<file path="src/rtl/regbank_wb_arbiter.sv">
// Round-robin writeback arbiter for a single register-bank write port, with x0 suppression
// and read-port forwarding. Define REGBANK_WB_ARB_STATS_EN to add stall/drop counters.
module regbank_wb_arbiter #(
  parameter int DATA_WIDTH = 32,
  parameter int ADDR_WIDTH = 5,
  parameter int NUM_REQ    = 3
) (
  input  logic                           clk_i,
  input  logic                           rst_i,
  input  logic [NUM_REQ-1:0]             req_valid_i,
  output logic [NUM_REQ-1:0]             req_ready_o,
  input  logic [NUM_REQ*ADDR_WIDTH-1:0]  req_addr_i,
  input  logic [NUM_REQ*DATA_WIDTH-1:0]  req_data_i,
  output logic                           we_o,
  output logic [ADDR_WIDTH-1:0]          waddr_o,
  output logic [DATA_WIDTH-1:0]          wdata_o,
`ifdef REGBANK_WB_ARB_STATS_EN
  output logic [31:0]                    stall_cnt_o,
  output logic [31:0]                    drop_cnt_o,
`endif
  input  logic [ADDR_WIDTH-1:0]          r0addr_i,
  input  logic [DATA_WIDTH-1:0]          r0data_i,
  output logic [DATA_WIDTH-1:0]          r0data_o,
  input  logic [ADDR_WIDTH-1:0]          r1addr_i,
  input  logic [DATA_WIDTH-1:0]          r1data_i,
  output logic [DATA_WIDTH-1:0]          r1data_o
);

  localparam int              PTR_W    = $clog2(NUM_REQ);
  localparam logic [PTR_W-1:0] LAST_IDX = PTR_W'(NUM_REQ - 1);

  logic [PTR_W-1:0]      rr_ptr;
  logic [NUM_REQ-1:0]    grant_p0;
  logic                  found_p0;
  logic                  xfer_p0;
  logic [PTR_W-1:0]      win_idx_p0;
  logic [ADDR_WIDTH-1:0] win_addr_p0;
  logic [DATA_WIDTH-1:0] win_data_p0;

  logic                  we_p1;
  logic [ADDR_WIDTH-1:0] waddr_p1;
  logic [DATA_WIDTH-1:0] wdata_p1;

  function automatic logic [DATA_WIDTH-1:0] forward(
    input logic [ADDR_WIDTH-1:0] addr,
    input logic [DATA_WIDTH-1:0] raw,
    input logic                  wr_en,
    input logic [ADDR_WIDTH-1:0] wr_addr,
    input logic [DATA_WIDTH-1:0] wr_data
  );
    if (addr == '0)
      return '0;
    if (wr_en && (wr_addr == addr))
      return wr_data;
    return raw;
  endfunction

  // Stage p0: the first pass covers rr_ptr..NUM_REQ-1, the second wraps to 0..rr_ptr-1
  always_comb begin
    grant_p0    = '0;
    found_p0    = 1'b0;
    win_idx_p0  = '0;
    win_addr_p0 = '0;
    win_data_p0 = '0;
    for (int k = 0; k < NUM_REQ; k++) begin
      if (!found_p0 && req_valid_i[k] && (PTR_W'(k) >= rr_ptr)) begin
        found_p0    = 1'b1;
        grant_p0[k] = 1'b1;
        win_idx_p0  = PTR_W'(k);
        win_addr_p0 = req_addr_i[k*ADDR_WIDTH +: ADDR_WIDTH];
        win_data_p0 = req_data_i[k*DATA_WIDTH +: DATA_WIDTH];
      end
    end
    for (int k = 0; k < NUM_REQ; k++) begin
      if (!found_p0 && req_valid_i[k]) begin
        found_p0    = 1'b1;
        grant_p0[k] = 1'b1;
        win_idx_p0  = PTR_W'(k);
        win_addr_p0 = req_addr_i[k*ADDR_WIDTH +: ADDR_WIDTH];
        win_data_p0 = req_data_i[k*DATA_WIDTH +: DATA_WIDTH];
      end
    end
  end

  // Gating with reset keeps grants off while reset is held, before any clock edge
  assign req_ready_o = rst_i ? grant_p0 : '0;
  assign xfer_p0     = found_p0 & rst_i;

  // Stage p1: registered write toward the bank
  always_ff @(posedge clk_i or negedge rst_i) begin
    if (!rst_i) begin
      rr_ptr   <= '0;
      we_p1    <= 1'b0;
      waddr_p1 <= '0;
      wdata_p1 <= '0;
    end else begin
      we_p1 <= 1'b0;
      if (xfer_p0) begin
        rr_ptr   <= (win_idx_p0 == LAST_IDX) ? '0 : win_idx_p0 + 1'b1;
        we_p1    <= |win_addr_p0;
        waddr_p1 <= win_addr_p0;
        wdata_p1 <= win_data_p0;
      end
    end
  end

  assign we_o    = we_p1;
  assign waddr_o = waddr_p1;
  assign wdata_o = wdata_p1;

  assign r0data_o = forward(r0addr_i, r0data_i, we_p1, waddr_p1, wdata_p1);
  assign r1data_o = forward(r1addr_i, r1data_i, we_p1, waddr_p1, wdata_p1);

`ifdef REGBANK_WB_ARB_STATS_EN
  logic stall_p0;
  logic drop_p0;
  logic [31:0] stall_cnt;
  logic [31:0] drop_cnt;

  assign stall_p0 = |(req_valid_i & ~grant_p0);
  assign drop_p0  = xfer_p0 && (win_addr_p0 == '0);

  always_ff @(posedge clk_i or negedge rst_i) begin
    if (!rst_i) begin
      stall_cnt <= '0;
      drop_cnt  <= '0;
    end else begin
      if (stall_p0)
        stall_cnt <= stall_cnt + 32'd1;
      if (drop_p0)
        drop_cnt <= drop_cnt + 32'd1;
    end
  end

  assign stall_cnt_o = stall_cnt;
  assign drop_cnt_o  = drop_cnt;
`endif

endmodule

</file>
<file path="config.mk">
export PLATFORM = sky130hd
export DESIGN_NAME = regbank_wb_arbiter
export DESIGN_NICKNAME = d
export VERILOG_FILES = /design/src/rtl/regbank_wb_arbiter.sv
export SDC_FILE = /design/constraint.sdc
export NUM_CORES = 1
export LEC_CHECK = 0
export ABC_CLOCK_PERIOD_IN_PS = 2100
export CORE_AREA = 2 2 116 118
export CTS_CLUSTER_DIAMETER = 150
export DETAILED_ROUTE_END_ITERATION = 12
export DIE_AREA = 0 0 118 120
export GPL_TIMING_DRIVEN = 0
export PLACE_DENSITY_LB_ADDON = 0.25
export SYNTH_ARGS = -nofsm -noshare
export SYNTH_HDL_FRONTEND = slang
export SYNTH_SLANG_ARGS = --single-unit
</file>
<file path="constraint.sdc">
create_clock -name clk_i -period 2.1 [get_ports clk_i]
set_clock_uncertainty 0.15 [all_clocks]
set_input_delay 0.42 -clock clk_i [delete_from_list [all_inputs] [get_ports clk_i]]
set_output_delay 0.42 -clock clk_i [all_outputs]
set_load 0.05 [all_outputs]
</file>
**After elaboration in Yosys (flattened, before gate mapping)**

Cells that the tools add are included.

- Bits of input ports: 190
- Output and inout port bits: 105
- Register bits after elaboration: 40
- Memory bits (writable): 0
- Memories kept: 0
- Latch bits: 0
- Logic and storage cells: 75
- Memory bits (read-only): 0

- Add/subtract/negate cells: 1
- Bitwise operators: 1
- Equality and inequality tests: 3
- Multiplexer cells: 45
- Multiply operators: 0
- Shift operators: 0
- Reductions and logical operators: 18
- Divide/modulo/power cells: 0
- $lt $le $gt $ge: 3

Operators by type and width:

| cell | count |
|---|---|
| 32-bit 2-to-1 mux | 14 |
| 5-bit 2-to-1 mux | 6 |
| 1-bit 2-to-1 mux | 19 |
| 5-bit equality test | 2 |
| 1-bit logical AND | 10 |
| 5-bit logical NOT | 2 |
| 2-bit 2-to-1 mux | 5 |
| 1-bit logical NOT | 5 |
| 5-bit OR reduction | 1 |
| 1-bit by 2-bit >= comparator with 1-bit output (first input constant) | 2 |
| 3-bit 2-to-1 mux | 1 |
| 2-bit by 1-bit adder with 2-bit output (second input constant) | 1 |
| 2-bit equality test (second input constant) | 1 |
| 2-bit >= comparator (first input constant) | 1 |
| 1-bit AND | 1 |

**Logic depth before layout (Yosys ltp)**

- Depth after elaboration: 22
- Gate-level depth with buffers: 8
- Mapped depth without buffers: 6

**Worst setup path before layout**

Ideal clock, no wire load.

- Path kind: register to output
- Start: register waddr_p1[0] (netlist: waddr_o[0])
- End: output r1data_o[10]
- Setup slack: -0.795 ns
- Data arrival time: 2.325 ns
- Data required time: 1.530 ns
- Stages on the path, launching flop included: 8
- Path buffers: 2
- Path through: dfrtp_1 xor2_1 nor4_1 and3_1 buf_2 buf_4 mux2i_1 nor2_1

- Word-level cells in the longest chain between the ends: 6

RTL lines:

| what | line | source |
|---|---|---|
| from (decl) | 41 | `logic [ADDR_WIDTH-1:0] waddr_p1;` |
| from (signal assigned) | 101 | `waddr_p1 <= win_addr_p0;` |
| 5-bit equality test * | 53 | `if (wr_en && (wr_addr == addr))` |
| 1-bit logical AND * | 53 |  |
| 1-bit 2-to-1 mux (2 in a row) | 53 |  |
| 32-bit 2-to-1 mux * | 55 | `return raw;` |
| 32-bit 2-to-1 mux * | 53 |  |
| to (decl) | 26 | `output logic [DATA_WIDTH-1:0] r1data_o` |

Every way passes the cells marked *; elsewhere a longest branch is shown, timed or not. The select of a mux whose other input is x is not followed.

**Worst setup path after layout**

- Start: register waddr_p1[4] (netlist: waddr_o[4])
- End: output r0data_o[23]

- Word-level cells in the longest chain between the ends: 6

RTL lines:

| what | line | source |
|---|---|---|
| 5-bit equality test * | 53 |  |
| 1-bit logical AND * | 53 |  |
| 1-bit 2-to-1 mux (2 in a row) | 53 |  |
| 32-bit 2-to-1 mux * | 55 |  |
| 32-bit 2-to-1 mux * | 53 |  |
| to (decl) | 23 | `output logic [DATA_WIDTH-1:0] r0data_o,` |

Marked as above.

==> impl_metrics.toml <==
[floorplan]
dieHeight_um = 120
die_area_um2 = 14200
core_area_um2 = 13000
die_x_um = 118
rows = 42
start_util = 0.250
io_pins = 295

[pwr]
ir_drop_uv = 445
total_power_mw = 5.11
combPwrFrac = 0.549
p_leak_nw = 3.45
clkPwrFrac = 0.219
p_int_mw = 2.92
p_sw_frac = 0.428
p_seq_frac = 0.232
p_per_area_nw_per_um2 = 586
p_switching_mw = 2.18

[cts]
cts-root-buf = "clkbuf_16"
numCtsBuffers = 5
clk_path_buf_depth = 2
cts.sinks = 40
clk_pin_slew_worst_paths_ps = 70
cts_tree = "done"
clock_latency_ps = 280
cts-htree-levels = 2

[placed_design]
place_congestion = 0.904
hpwl_mm = 13.9
dp_cells = 858
placed_cell_area_um2 = 7050
port_buffers = 292

[final_layout]
final_area_um2 = 8710
drive_above_1_share = 0.416
area_growth_pct = 169
fin_cells = 907
diodes = 0
fillers = 1013
nets = 920

[global_route]
grt_start_max_net_pins = 24
antenna_found_initial = 0
grt_pass1_wl_mm = 27.8
grt_usage = 0.252
grt_pass1_vias = 4845
grt_overflow = 0

[sta]
slew_headroom = 0.420
rsz0062_at_grt = "yes"
worstMarginPinSlew_ps = 866
setup_slack_ps = -736
setup_violations = 67
max_freq_ghz = 0.353
post-route-period-util = 1.35
period_minus_slack_ps = 2840
finalHoldViolations = 0
worst_hold_slack_ps = 54.4
maxSlewViolCount = 0

[synthesis]
synthDistinctLibCells = 37
synthTopCellsByArea = "dfrtp_1 (31%), mux2i_1 (20%), a222oi_1 (11%)"
yosys.area.top_type_share = 0.309
yosysMostFrequentCell = "nor2_1"
synthArstFlopShare = 1.00
yosysTopAreaCell = "dfrtp_1"
synthTopCellsByCount = "nor2_1 (68), mux2i_1 (65), nand2_1 (44), dfrtp_1 (40)"
avgSynthCellArea_um2 = 8.33
syn-num-nets = 579
syn-cell-area_um2 = 3240
synthCells = 389
synth_seq_area_share = 0.309
synth_edf_count = 0
ys_ff_latch = 40
synth_ff_type = "dfrtp_1"
ys_warn_count = 0

[worst_setup_path]
required_ps = 1530
critPathKind = "flip-flop to output port"
worstPathArrival_ps = 2270
reg2reg_slack_ps = 40
cp_slowest_cell = "dfrtp_2"
r2r-end = "we_o$_DFF_PN0_"
critical-path-top-delay-family = "simple AND/OR/NAND/NOR gates"
crit_path_start_kind = "flip-flop"
reg2regPathDepth = 8
slowest_delay_ps = 440
path_max_fanout = 8
crit_path_end_kind = "output port"
path_cells = "xor2_1 -> nor4_1 -> and3_1 -> buf_6 -> clkbuf_16 -> mux2i_4 -> nor2_4 -> buf_6"
rr_startpoint = "rr_ptr[0]$_DFFE_PN0P_"
crit_top_cell = "buf_6"
cp_num_buf_inv = 3

[routing]
first_pass_iters = 7
first_iter_violations = 383
finalWirelength_mm = 18.7
drc = 0
viasPerCell = 5.25
antenna_left = 0
avgRoutedWirePerCell_um = 20.6
vias = 4762

[hold_path]
hp-class = "input pin to async pin"

[run_status]
violations = "setup timing"
status = "complete, but fails checks"

[flow_run]
drv_cap = 0
sequential cells by signal, summed over array words and instances, names as in the netlist:
register,flops
rr_ptr,2
waddr_o,5
wdata_o,32
we_o,1
tightest hold or removal path, stage by stage:
cell    delay (ps)
buf_2          110
buf_12         130
buf_12         170
per-stage QoR:
step	setup WS, ps	util	TNS (ps)
floorplan	-283	-	-17570
global placement	-2050	0.542	-205510
detailed placement	-1730	0.543	-129160
CTS	-738	0.655	-43840
global route	-844	0.671	-48070
finish	-736	0.671	-43220
how the worst max path moves through the flow:
stage | from | to | depth (start not counted)
floorplan | waddr_o[0]$_DFFE_PN0P_ | r0data_o[1] | 7
global placement | rst_i | req_ready_o[1] | 3
detailed placement | r1addr_i[1] | r1data_o[24] | 6
CTS | waddr_o[0]$_DFFE_PN0P_ | r1data_o[15] | 8
global route | waddr_o[4]$_DFFE_PN0P_ | r0data_o[5] | 8
finish | waddr_o[4]$_DFFE_PN0P_ | r0data_o[23] | 8
placed cells by master, fill, tap and decap left out, drive strengths merged, types with 2 or more instances in the layout:
master	instances
o22ai	2
inv	7
or4	2
o21a	2
nand2	44
xor2	8
buf	129
clkbuf	23
dlymetal6s2s	3
mux2i	65
dfrtp	40
bufinv	3
and2	3
a21o	3
nand3	2
dlygate4sd2	40
clkdlybuf4s15	2
nor4	2
nor2b	2
and3	4
o21ai	43
a21oi	7
a222oi	35
clkdlybuf4s50	177
nor3	3
nor2	68
xnor2	2
cell type report:
cell class / count / area (um2) / area share
Timing Repair Buffer: 338 / 3540 / 0.407
Multi-Input combinational cell: 306 / 3330 / 0.383
Sequential cell: 40 / 1010 / 0.116
Buffer: 32 / 363 / 0.0417
Tap cell: 176 / 220 / 0.0253
Clock buffer: 5 / 125 / 0.0144
Clock inverter: 3 / 90.1 / 0.0103
Inverter: 7 / 26.3 / 0.00302
per-layer routing:
metal | GRT usage | routed length [um] | vias up
met1 | 0.306 | 7240 | 2335
met3 | 0.0380 | 1110 | 37
li1 | - | - | 2143
met4 | 0.0700 | 544 | 0
met2 | 0.463 | 9830 | 247
met5 | 0 | 0 | -
power by group through the flow:
| stage | clock [mW] | combinational [mW] | sequential, mW |
|---|---|---|---|
| 3_5_place_dp | 0 | 2.48 | 1.11 |
| 6_report | 1.12 | 2.80 | 1.18 |
| 5_1_grt | 1.17 | 2.92 | 1.21 |
| 2_1_floorplan | 0 | 1.01 | 1.52 |
| 4_1_cts | 1.13 | 2.72 | 1.17 |
| 3_3_place_gp | 0 | 2.44 | 1.10 |
repair_timing:
action,in CTS,in global routing
setup endpoints to repair,127,96
gates cloned,5,3
buffers inserted,32,7
hold buffers,2,0
hold endpoints to repair,17,0
pin swaps,24,28
gates resized for setup,653,66
kinds of logic (layout without fill, tap and decap cells):
| kind of cell | after synthesis | after routing | synth area share |
|---|---|---|---|
| muxes | 65 | 65 | 0.201 |
| DFF | 40 | 40 | 0.309 |
| xor gates and xnor gates | 10 | 10 | 0.0270 |
| AOI/OAI and AO/OA | 98 | 98 | 0.222 |
| buffers and inverters | 43 | 385 | 0.0668 |
| and+or+nand+nor | 133 | 133 | 0.174 |
(Power assumes the default switching activity.)
